`src/rtl/imem_loader_pkg.sv`:
```
// Shared definitions for the instruction-memory boot loader.
// Loader state codes and byte-packing constants.
package imem_loader_pkg;

    typedef enum logic [2:0] {
        LD_IDLE   = 3'd0,
        LD_LEN_HI = 3'd1,
        LD_LEN_LO = 3'd2,
        LD_DATA   = 3'd3,
        LD_DONE   = 3'd4,
        LD_ERROR  = 3'd5
    } ld_state_t;

    localparam int unsigned BYTE_W    = 8;
    localparam int unsigned WORD_W    = 32;
    localparam logic [1:0]  LAST_BYTE = 2'd3;

    function automatic logic [WORD_W-1:0] byte_addr(input logic [WORD_W-1:0] word_idx);
        return word_idx << 2;
    endfunction

endpackage

```
`src/rtl/imem_loader_byte_packer.sv`:
```
// Packs an MSB-first byte stream into 32-bit words; word_valid flags the
// cycle in which the fourth byte of a word is being shifted in.
module byte_packer
    import imem_loader_pkg::*;
(
    input  logic              clock,
    input  logic              reset,
    input  logic              clear,
    input  logic              shift_en,
    input  logic [BYTE_W-1:0] in_byte,
    output logic [WORD_W-1:0] word,
    output logic              word_valid
);

    logic [WORD_W-BYTE_W-1:0] shift;
    logic [1:0]               byte_cnt;

    always_ff @(posedge clock) begin
        if (reset || clear) begin
            shift    <= '0;
            byte_cnt <= '0;
        end else if (shift_en) begin
            shift    <= {shift[WORD_W-2*BYTE_W-1:0], in_byte};
            byte_cnt <= byte_cnt + 2'd1;
        end
    end

    // Completed word is exposed combinationally so the writer can register it on the same edge.
    assign word       = {shift, in_byte};
    assign word_valid = shift_en && (byte_cnt == LAST_BYTE);

endmodule

```
`src/rtl/imem_loader.sv`:
```
// Boot-time instruction-memory writer: receives a length-prefixed byte image,
// writes it word by word from address 0 and holds the core in reset until done.
module imem_loader
    import imem_loader_pkg::*;
#(
    parameter int unsigned ADDR_WIDTH = 8
) (
    input  logic              clock,
    input  logic              reset,
    input  logic              start,
    input  logic              in_valid,
    input  logic [BYTE_W-1:0] in_byte,
    output logic              in_ready,
    output logic              mem_we,
    output logic [31:0]       mem_addr,
    output logic [31:0]       mem_wdata,
    output logic              core_reset,
    output logic              done,
    output logic              error
);

    localparam int unsigned WORDS_MAX = 1 << ADDR_WIDTH;
    localparam int unsigned CNT_W     = ADDR_WIDTH + 1;

    ld_state_t        state, state_next;
    logic [15:0]      len;
    logic [15:0]      len_in;
    logic [CNT_W-1:0] word_cnt;
    logic             accept;
    logic             all_written;
    logic             restart;
    logic             clear;
    logic             shift_en;
    logic             word_valid;
    logic [31:0]      word;

    assign in_ready    = (state == LD_LEN_HI) || (state == LD_LEN_LO) || (state == LD_DATA);
    assign accept      = in_valid && in_ready;
    assign len_in      = {len[15:8], in_byte};
    assign all_written = (32'(word_cnt) == 32'(len));
    assign restart     = start && ((state == LD_IDLE) || (state == LD_DONE) || (state == LD_ERROR));
    assign clear       = accept && (state == LD_LEN_LO);
    // Bytes arriving during the final write pulse must not open a further word.
    assign shift_en    = accept && (state == LD_DATA) && !all_written;

    assign done       = (state == LD_DONE);
    assign error      = (state == LD_ERROR);
    assign core_reset = (state != LD_DONE);

    byte_packer u_packer (
        .clock      (clock),
        .reset      (reset),
        .clear      (clear),
        .shift_en   (shift_en),
        .in_byte    (in_byte),
        .word       (word),
        .word_valid (word_valid)
    );

    always_ff @(posedge clock) begin
        if (reset) begin
            state <= LD_IDLE;
        end else begin
            state <= state_next;
        end
    end

    always_comb begin
        state_next = state;
        case (state)
            LD_IDLE, LD_DONE, LD_ERROR: begin
                if (start) state_next = LD_LEN_HI;
            end
            LD_LEN_HI: begin
                if (accept) state_next = LD_LEN_LO;
            end
            LD_LEN_LO: begin
                if (accept) begin
                    if (len_in == 16'd0)                  state_next = LD_DONE;
                    else if (32'(len_in) > WORDS_MAX)     state_next = LD_ERROR;
                    else                                  state_next = LD_DATA;
                end
            end
            LD_DATA: begin
                // Leave only once the last word's write pulse is on the port.
                if (mem_we && all_written) state_next = LD_DONE;
            end
            default: state_next = LD_IDLE;
        endcase
    end

    always_ff @(posedge clock) begin
        if (reset) begin
            len       <= '0;
            word_cnt  <= '0;
            mem_we    <= 1'b0;
            mem_addr  <= '0;
            mem_wdata <= '0;
        end else begin
            mem_we <= 1'b0;
            if (accept && (state == LD_LEN_HI)) len[15:8] <= in_byte;
            if (clear) begin
                len[7:0] <= in_byte;
                word_cnt <= '0;
            end
            if (restart) word_cnt <= '0;
            if (word_valid) begin
                mem_we    <= 1'b1;
                mem_wdata <= word;
                mem_addr  <= byte_addr(32'(word_cnt[ADDR_WIDTH-1:0]));
                word_cnt  <= word_cnt + CNT_W'(1);
            end
        end
    end

endmodule

```
`config.mk`:
```
export PLATFORM = sky130hd
export DESIGN_NAME = imem_loader
export DESIGN_NICKNAME = d
export VERILOG_FILES = /design/src/rtl/imem_loader_pkg.sv /design/src/rtl/imem_loader_byte_packer.sv /design/src/rtl/imem_loader.sv
export SDC_FILE = /design/constraint.sdc
export NUM_CORES = 1
export LEC_CHECK = 0
export ABC_AREA = 1
export CORE_MARGIN = 3
export CORE_UTILIZATION = 35
export CTS_BUF_LIST = sky130_fd_sc_hd__clkbuf_16
export DETAILED_ROUTE_END_ITERATION = 12
export DONT_BUFFER_PORTS = 1
export PLACE_DENSITY = 0.55
export SETUP_SLACK_MARGIN = 0.3
export SYNTH_ARGS = -nofsm -noshare
export SYNTH_HDL_FRONTEND = slang
export SYNTH_SLANG_ARGS = --single-unit
```
`constraint.sdc`:
```
create_clock -name clock -period 2.5 [get_ports clock]
set_input_delay 0.25 -clock clock [delete_from_list [all_inputs] [get_ports clock]]
set_output_delay 0.25 -clock clock [all_outputs]
set_load 0.03 [all_outputs]
```
Yosys cells after proc, flatten, opt, wreduce, memory -nomap -nowiden
Cells that the tools add are included.
- bits in registers: 95
- input bits: 12
- output and inout bits: 69
- logic and storage cells: 54
- add/subtract/negate cells: 2
- magnitude comparators: 1
- eq/ne operators: 12
- muxes and demuxes: 11
- reduce and logical (&&, ||, !) cells: 19
- operators with widths (kind ; number):
    $mux 9 ; 3
    $mux 3 ; 6
    $eq 9x16->1 ; 1
    $gt 16x9->1 const B ; 1
    $logic_not 16->1 ; 1
    $pmux 3 s4 ; 1
    $add 9x1->9 const B ; 1
    $logic_and 1x1->1 ; 8
    $eq 3x2->1 const B ; 2
    $eq 3x3->1 const B ; 2
    $ne 2x2->1 const B ; 3
    $logic_or 1x1->1 ; 5
    $reduce_and 4->1 ; 1
    $eq 3x1->1 const B ; 1
    $logic_not 3->1 ; 1
    $ne 3x3->1 const B ; 1
    $reduce_bool 3->1 ; 1
    $reduce_or 3->1 ; 1
    $add 2x1->2 const B ; 1
    $eq 2x2->1 const B ; 1
    $ne 2x1->1 const B ; 1
    $logic_not 1->1 ; 1
    $mux 1 ; 1

Logic depth before layout (Yosys ltp)
- depth after elaboration: 8
- depth in mapped cells: 14
- mapped depth without buffers: 13

By module
From an unflattened synthesis, not the netlist that was laid out.
- cells, all modules: 593
- area, all modules: 4175.3 um2
- modules (own cells, without submodules) (module ; times used ; cells each ; area an instance (um2) ; seq. area each (um2)):
    imem_loader ; 1 ; 418 ; 3012.9 ; 1381.3
    byte_packer ; 1 ; 175 ; 1162.4 ; 520.5

Worst setup path before layout
Ideal clock, no wire load.
- path type: reg2reg
- start point: register state[0]
- end point: register state[1]
- library setup time: 0.115 ns
- data arrival time: 1.567 ns
- data required time: 2.385 ns
- setup slack: 0.818 ns
- stages on the path, launching flop included: 8
- path buffers: 0
- clock period less this slack: 1.682 ns
- cell sequence: dfxtp_1 nor2_1 nor2_1 nand2_1 a22oi_1 nand2_1 o21ai_0 inv_1
- word-level cells in the longest chain between the ends: 6
- elaborated cells between the ends (all ways): 16
- classes of those cells: eq/ne (9); mux (1); reduce/logical (6)
- RTL lines (element ; RTL line ; text):
    start, declared ; imem_loader.sv:25 ; ld_state_t state, state_next;
    start signal, assigned ; imem_loader.sv:64 ; state <= state_next;
    $eq 3x1->1 or $eq 3x2->1 (tied branches) ; imem_loader.sv:37 ; assign in_ready = (state == LD_LEN_HI) || (state == LD_LEN_LO) || (state == LD_DATA);
    $logic_or 1x1->1 ; imem_loader.sv:37 ;
    $logic_or 1x1->1 (*) ; imem_loader.sv:37 ;
    net in_ready ; imem_loader.sv:13 ; output logic in_ready,
    $logic_and 1x1->1 (*) ; imem_loader.sv:38 ; assign accept = in_valid && in_ready;
    $ne 2x2->1 (no line) ; -- ;
    $reduce_and 4->1 (no line) (*) ; -- ;
The timed path passes the listed nets; every way through them passes the cells marked *.
A chain may end at the register's enable or synchronous reset.

Worst setup path after layout
- start point: register word_cnt[5]
- end point: register word_cnt[1]
- word-level cells in the longest chain between the ends: 5
- elaborated cells between the ends (all ways): 6
- classes of those cells: eq/ne (1); mux (1); reduce/logical (4)
- RTL lines (element ; RTL line ; text):
    start, declared ; imem_loader.sv:28 ; logic [CNT_W-1:0] word_cnt;
    start signal, assigned ; imem_loader.sv:111 ; word_cnt <= word_cnt + CNT_W'(1);
    $eq 9x16->1 (*) ; imem_loader.sv:40 ; assign all_written = (32'(word_cnt) == 32'(len));
    $logic_not 1->1 (*) ; imem_loader.sv:44 ; assign shift_en = accept && (state == LD_DATA) && !all_written;
    $logic_and 1x1->1 (*) ; imem_loader.sv:44 ;
    $logic_and 1x1->1 (*) ; imem_loader_byte_packer.sv:30 ; assign word_valid = shift_en && (byte_cnt == LAST_BYTE);
    $reduce_bool 3->1 (no line) or $mux 9 (tied branches) ; -- ;
Mark *: on every way between the ends. The rest lies on a longest branch, timed or not.

==> impl_metrics.py <==
metrics = {
    "run_status": {
        "outcome": "complete, no violations",
    },
    "finish": {
        "antennaDiodeCount": 0,
        "drive_gt1_frac": 0.0927,
        "nets": 559,
        "nFillCells": 1156,
        "final_cell_mix": "163 x nand2_1, 95 x dfxtp_1, 79 x a21oi_1",
        "synthToLayoutAreaGrowth_pct": 7.65,
        "design_area_sq_mm": 0.00440,
        "final_common_cell": "nand2_1",
    },
    "yosys": {
        "synth_xor_area_frac": 0.0128,
        "yosysWarnings": 0,
        "async_flop_share": 0,
        "ys_seq_area_frac": 0.465,
        "synthFlopType": "dfxtp_1",
        "synth_top_family_by_area": "simple AND/OR/NAND/NOR gates",
        "syn_area_sq_mm": 0.00409,
        "ys_seq_elements": 95,
        "yosysUniqueCellTypes": 29,
        "synth.avg_cell_area_sq_um": 7.41,
        "yosys.area_share.simple": 0.251,
        "synth_edf_count": 0,
        "synthMuxAreaShare": 0,
        "synthCells": 552,
        "synth-compound-area-share": 0.143,
        "synth_fa_ha_area_frac": 0.00612,
    },
    "sta": {
        "max_slew.worst_pin.slew_ns": 0.598,
        "hold_viol": 0,
        "max_freq_mhz": 511,
        "skew_ns": 0.00880,
        "period_needed_ns": 1.96,
        "setup_tns_ns": 0,
        "finalMaxSlewViolations": 0,
        "relSlewSlack": 0.600,
        "fin_crit_sh": 0.783,
        "rsz0062_at_grt": "false",
        "setup_violations": 0,
    },
    "worst_setup_path": {
        "critPathCaptureType": "flip-flop",
        "timing.critical_path.to": "word_cnt[1]",
        "critPathMaxFanout": 16,
        "cp_data_required_time_ns": 2.74,
        "r2r-end": "word_cnt[1]",
        "reg2reg_depth": 13,
        "worst-r2r-setup-slack_ns": 0.54,
        "arrival_ns": 2.20,
        "critPathKind": "flip-flop to flip-flop",
        "startpoint_type": "flip-flop",
        "r2r-start": "word_cnt[5]",
        "startpoint": "word_cnt[5]",
    },
    "floorplanning": {
        "initial_core_util": 0.368,
        "die_area_sq_mm": 0.0130,
        "placementRows": 38,
        "die_w_um": 114,
        "ioPinCount": 81,
        "core-area_sq_mm": 0.0111,
        "die_y_um": 114,
    },
    "clock_network": {
        "cts_tree": "built",
        "cts.path.max_buffers": 2,
        "clock-sinks": 95,
        "cts_made_buffers": 9,
        "worstSkewPairLatency_ns": 0.35,
        "h-tree-depth": 3,
        "clock-root-buffer": "clkbuf_16",
        "clk_pin_slew_ns": 0.08,
        "cts_setup_buffers": 0,
    },
    "routing": {
        "first_pass_iters": 4,
        "vias": 3321,
        "final_antenna_net_count": 0,
        "drc": 0,
        "viasPerCell": 4.81,
        "drt_iter0_markers": 218,
        "wl_mm": 9.71,
        "wire_per_inst_um": 14.1,
    },
    "placed_design": {
        "place_hpwl_mm": 6.84,
        "place.gp.congestion": 0.858,
        "port_buffers": 0,
        "place_area_sq_mm": 0.00408,
    },
    "global_routing": {
        "grt_pass1_vias": 3232,
        "grt_usage": 0.157,
        "grt_max_degree": 41,
        "grt-ovfl-total": 0,
        "grt_pass1_wl_mm": 16.2,
        "grt_antenna_before_repair": 0,
    },
    "power": {
        "peakVddDrop_v": 0.000326,
        "p_leak_nw": 1.63,
        "power.density_mw_per_mm2": 880,
    },
    "min_path": {
        "hold_class": "input port to flip-flop",
    },
    "run": {
        "cap_violations": 0,
    },
}
==> per-stage QoR <==
stage               utilization  power [mW]  std cells  setup WS, ns  hold WS, ns
floorplan                     -        2.40        575         0.818        0.385
global placement          0.367        2.52        673         0.541        0.317
detailed placement        0.367        2.54        673         0.497        0.319
CTS                       0.395        3.90        690         0.472       0.0257
global route              0.396        4.10        690         0.303       0.0364
finish                    0.396        3.88        690         0.544       0.0359
==> cells by family (layout without fill, tap and decap cells) <==
kind of cell	count (synthesis)	count (layout)
buffers and inverters	91	66
DFF	95	95
other	1	24
AOI/OAI and AO/OA	111	111
xor gates and xnor gates	6	6
and+or+nand+nor	246	246
adders and majority gates	2	2
==> registers in the layout, indices dropped and copies added, names as in the netlist <==
name               cells
len                   16
u_packer.shift        24
state                  3
mem_we                 1
mem_addr               8
mem_wdata             32
word_cnt               9
u_packer.byte_cnt      2
==> Yosys cell counts (2+ instances only) <==
master    count  area, sq um
nand2_1     163          612
clkbuf_1     12         45.0
nand2_2       7         43.8
a21oi_1      79          395
nand3_1      31          155
dfxtp_1      95         1900
nor2_1       34          128
buf_2         6         30.0
inv_1        33          124
xor2_1        3         26.3
buf_4        32          240
a21oi_2       5         43.8
nand4_1       4         25.0
o21ai_0      25          125
ha_1          2         25.0
inv_2         4         15.0
nor2_4        2         22.5
nor2_2        2         12.5
xnor2_1       3         26.3
==> worst min-delay path by stage <==
| stage | startpoint | endpoint | slack [ns] | depth (start not counted) |
|---|---|---|---|---|
| finish | in_byte[3] | u_packer.shift[3] | 0.04 | 2 |
| global route | in_byte[1] | u_packer.shift[1] | 0.04 | 2 |
| CTS | in_byte[2] | u_packer.shift[2] | 0.03 | 2 |
| detailed placement | reset | mem_addr[2] | 0.32 | 1 |
| global placement | reset | mem_addr[2] | 0.32 | 1 |
| floorplan | in_byte[1] | len[1] | 0.38 | 2 |
==> power breakdown <==
part,switching [mW],internal [mW],total (mW)
clock network,0.644,0.708,1.35
registers,0.0640,1.60,1.66
logic,0.609,0.253,0.861
==> layer usage <==
| layer | track usage | vias to the layer above | wire length, um |
|---|---|---|---|
| li1 | - | 1700 | - |
| met1 | 0.220 | 1501 | 4570 |
| met2 | 0.234 | 106 | 4240 |
| met3 | 0.0402 | 14 | 730 |
| met4 | 0.0538 | 0 | 163 |
| met5 | 0 | - | 0 |
==> critical path, cell delays in order, from the launching register on <==
cell and delay, ns:
dfxtp_1 0.47, inv_1 0.12, nand2_1 0.07, nand2_1 0.05, nor2_2 0.09, nand2_2 0.07
nor2_4 0.11, nand2_2 0.10, nand3_4 0.17, inv_2 0.16, nand2_1 0.22, inv_1 0.10
nand2_1 0.07, nand2_1 0.04
==> area by class of cell <==
cell class,instances,area (sq um),share of cell area
clock buffer,9,225,0.0512
timing repair buffer,12,106,0.0242
multi-input combinational,389,1780,0.404
inverter,38,143,0.0324
tap,140,175,0.0398
clock inverter,7,73.8,0.0168
sequential,95,1900,0.432
==> repair_timing <==
item	in CTS	in global routing
hold buffers	1	0
resized for setup	0	1
hold endpoints to repair	40	0
endpoints found under the setup margin	0	32
Power figures use the tool's default switching activity.
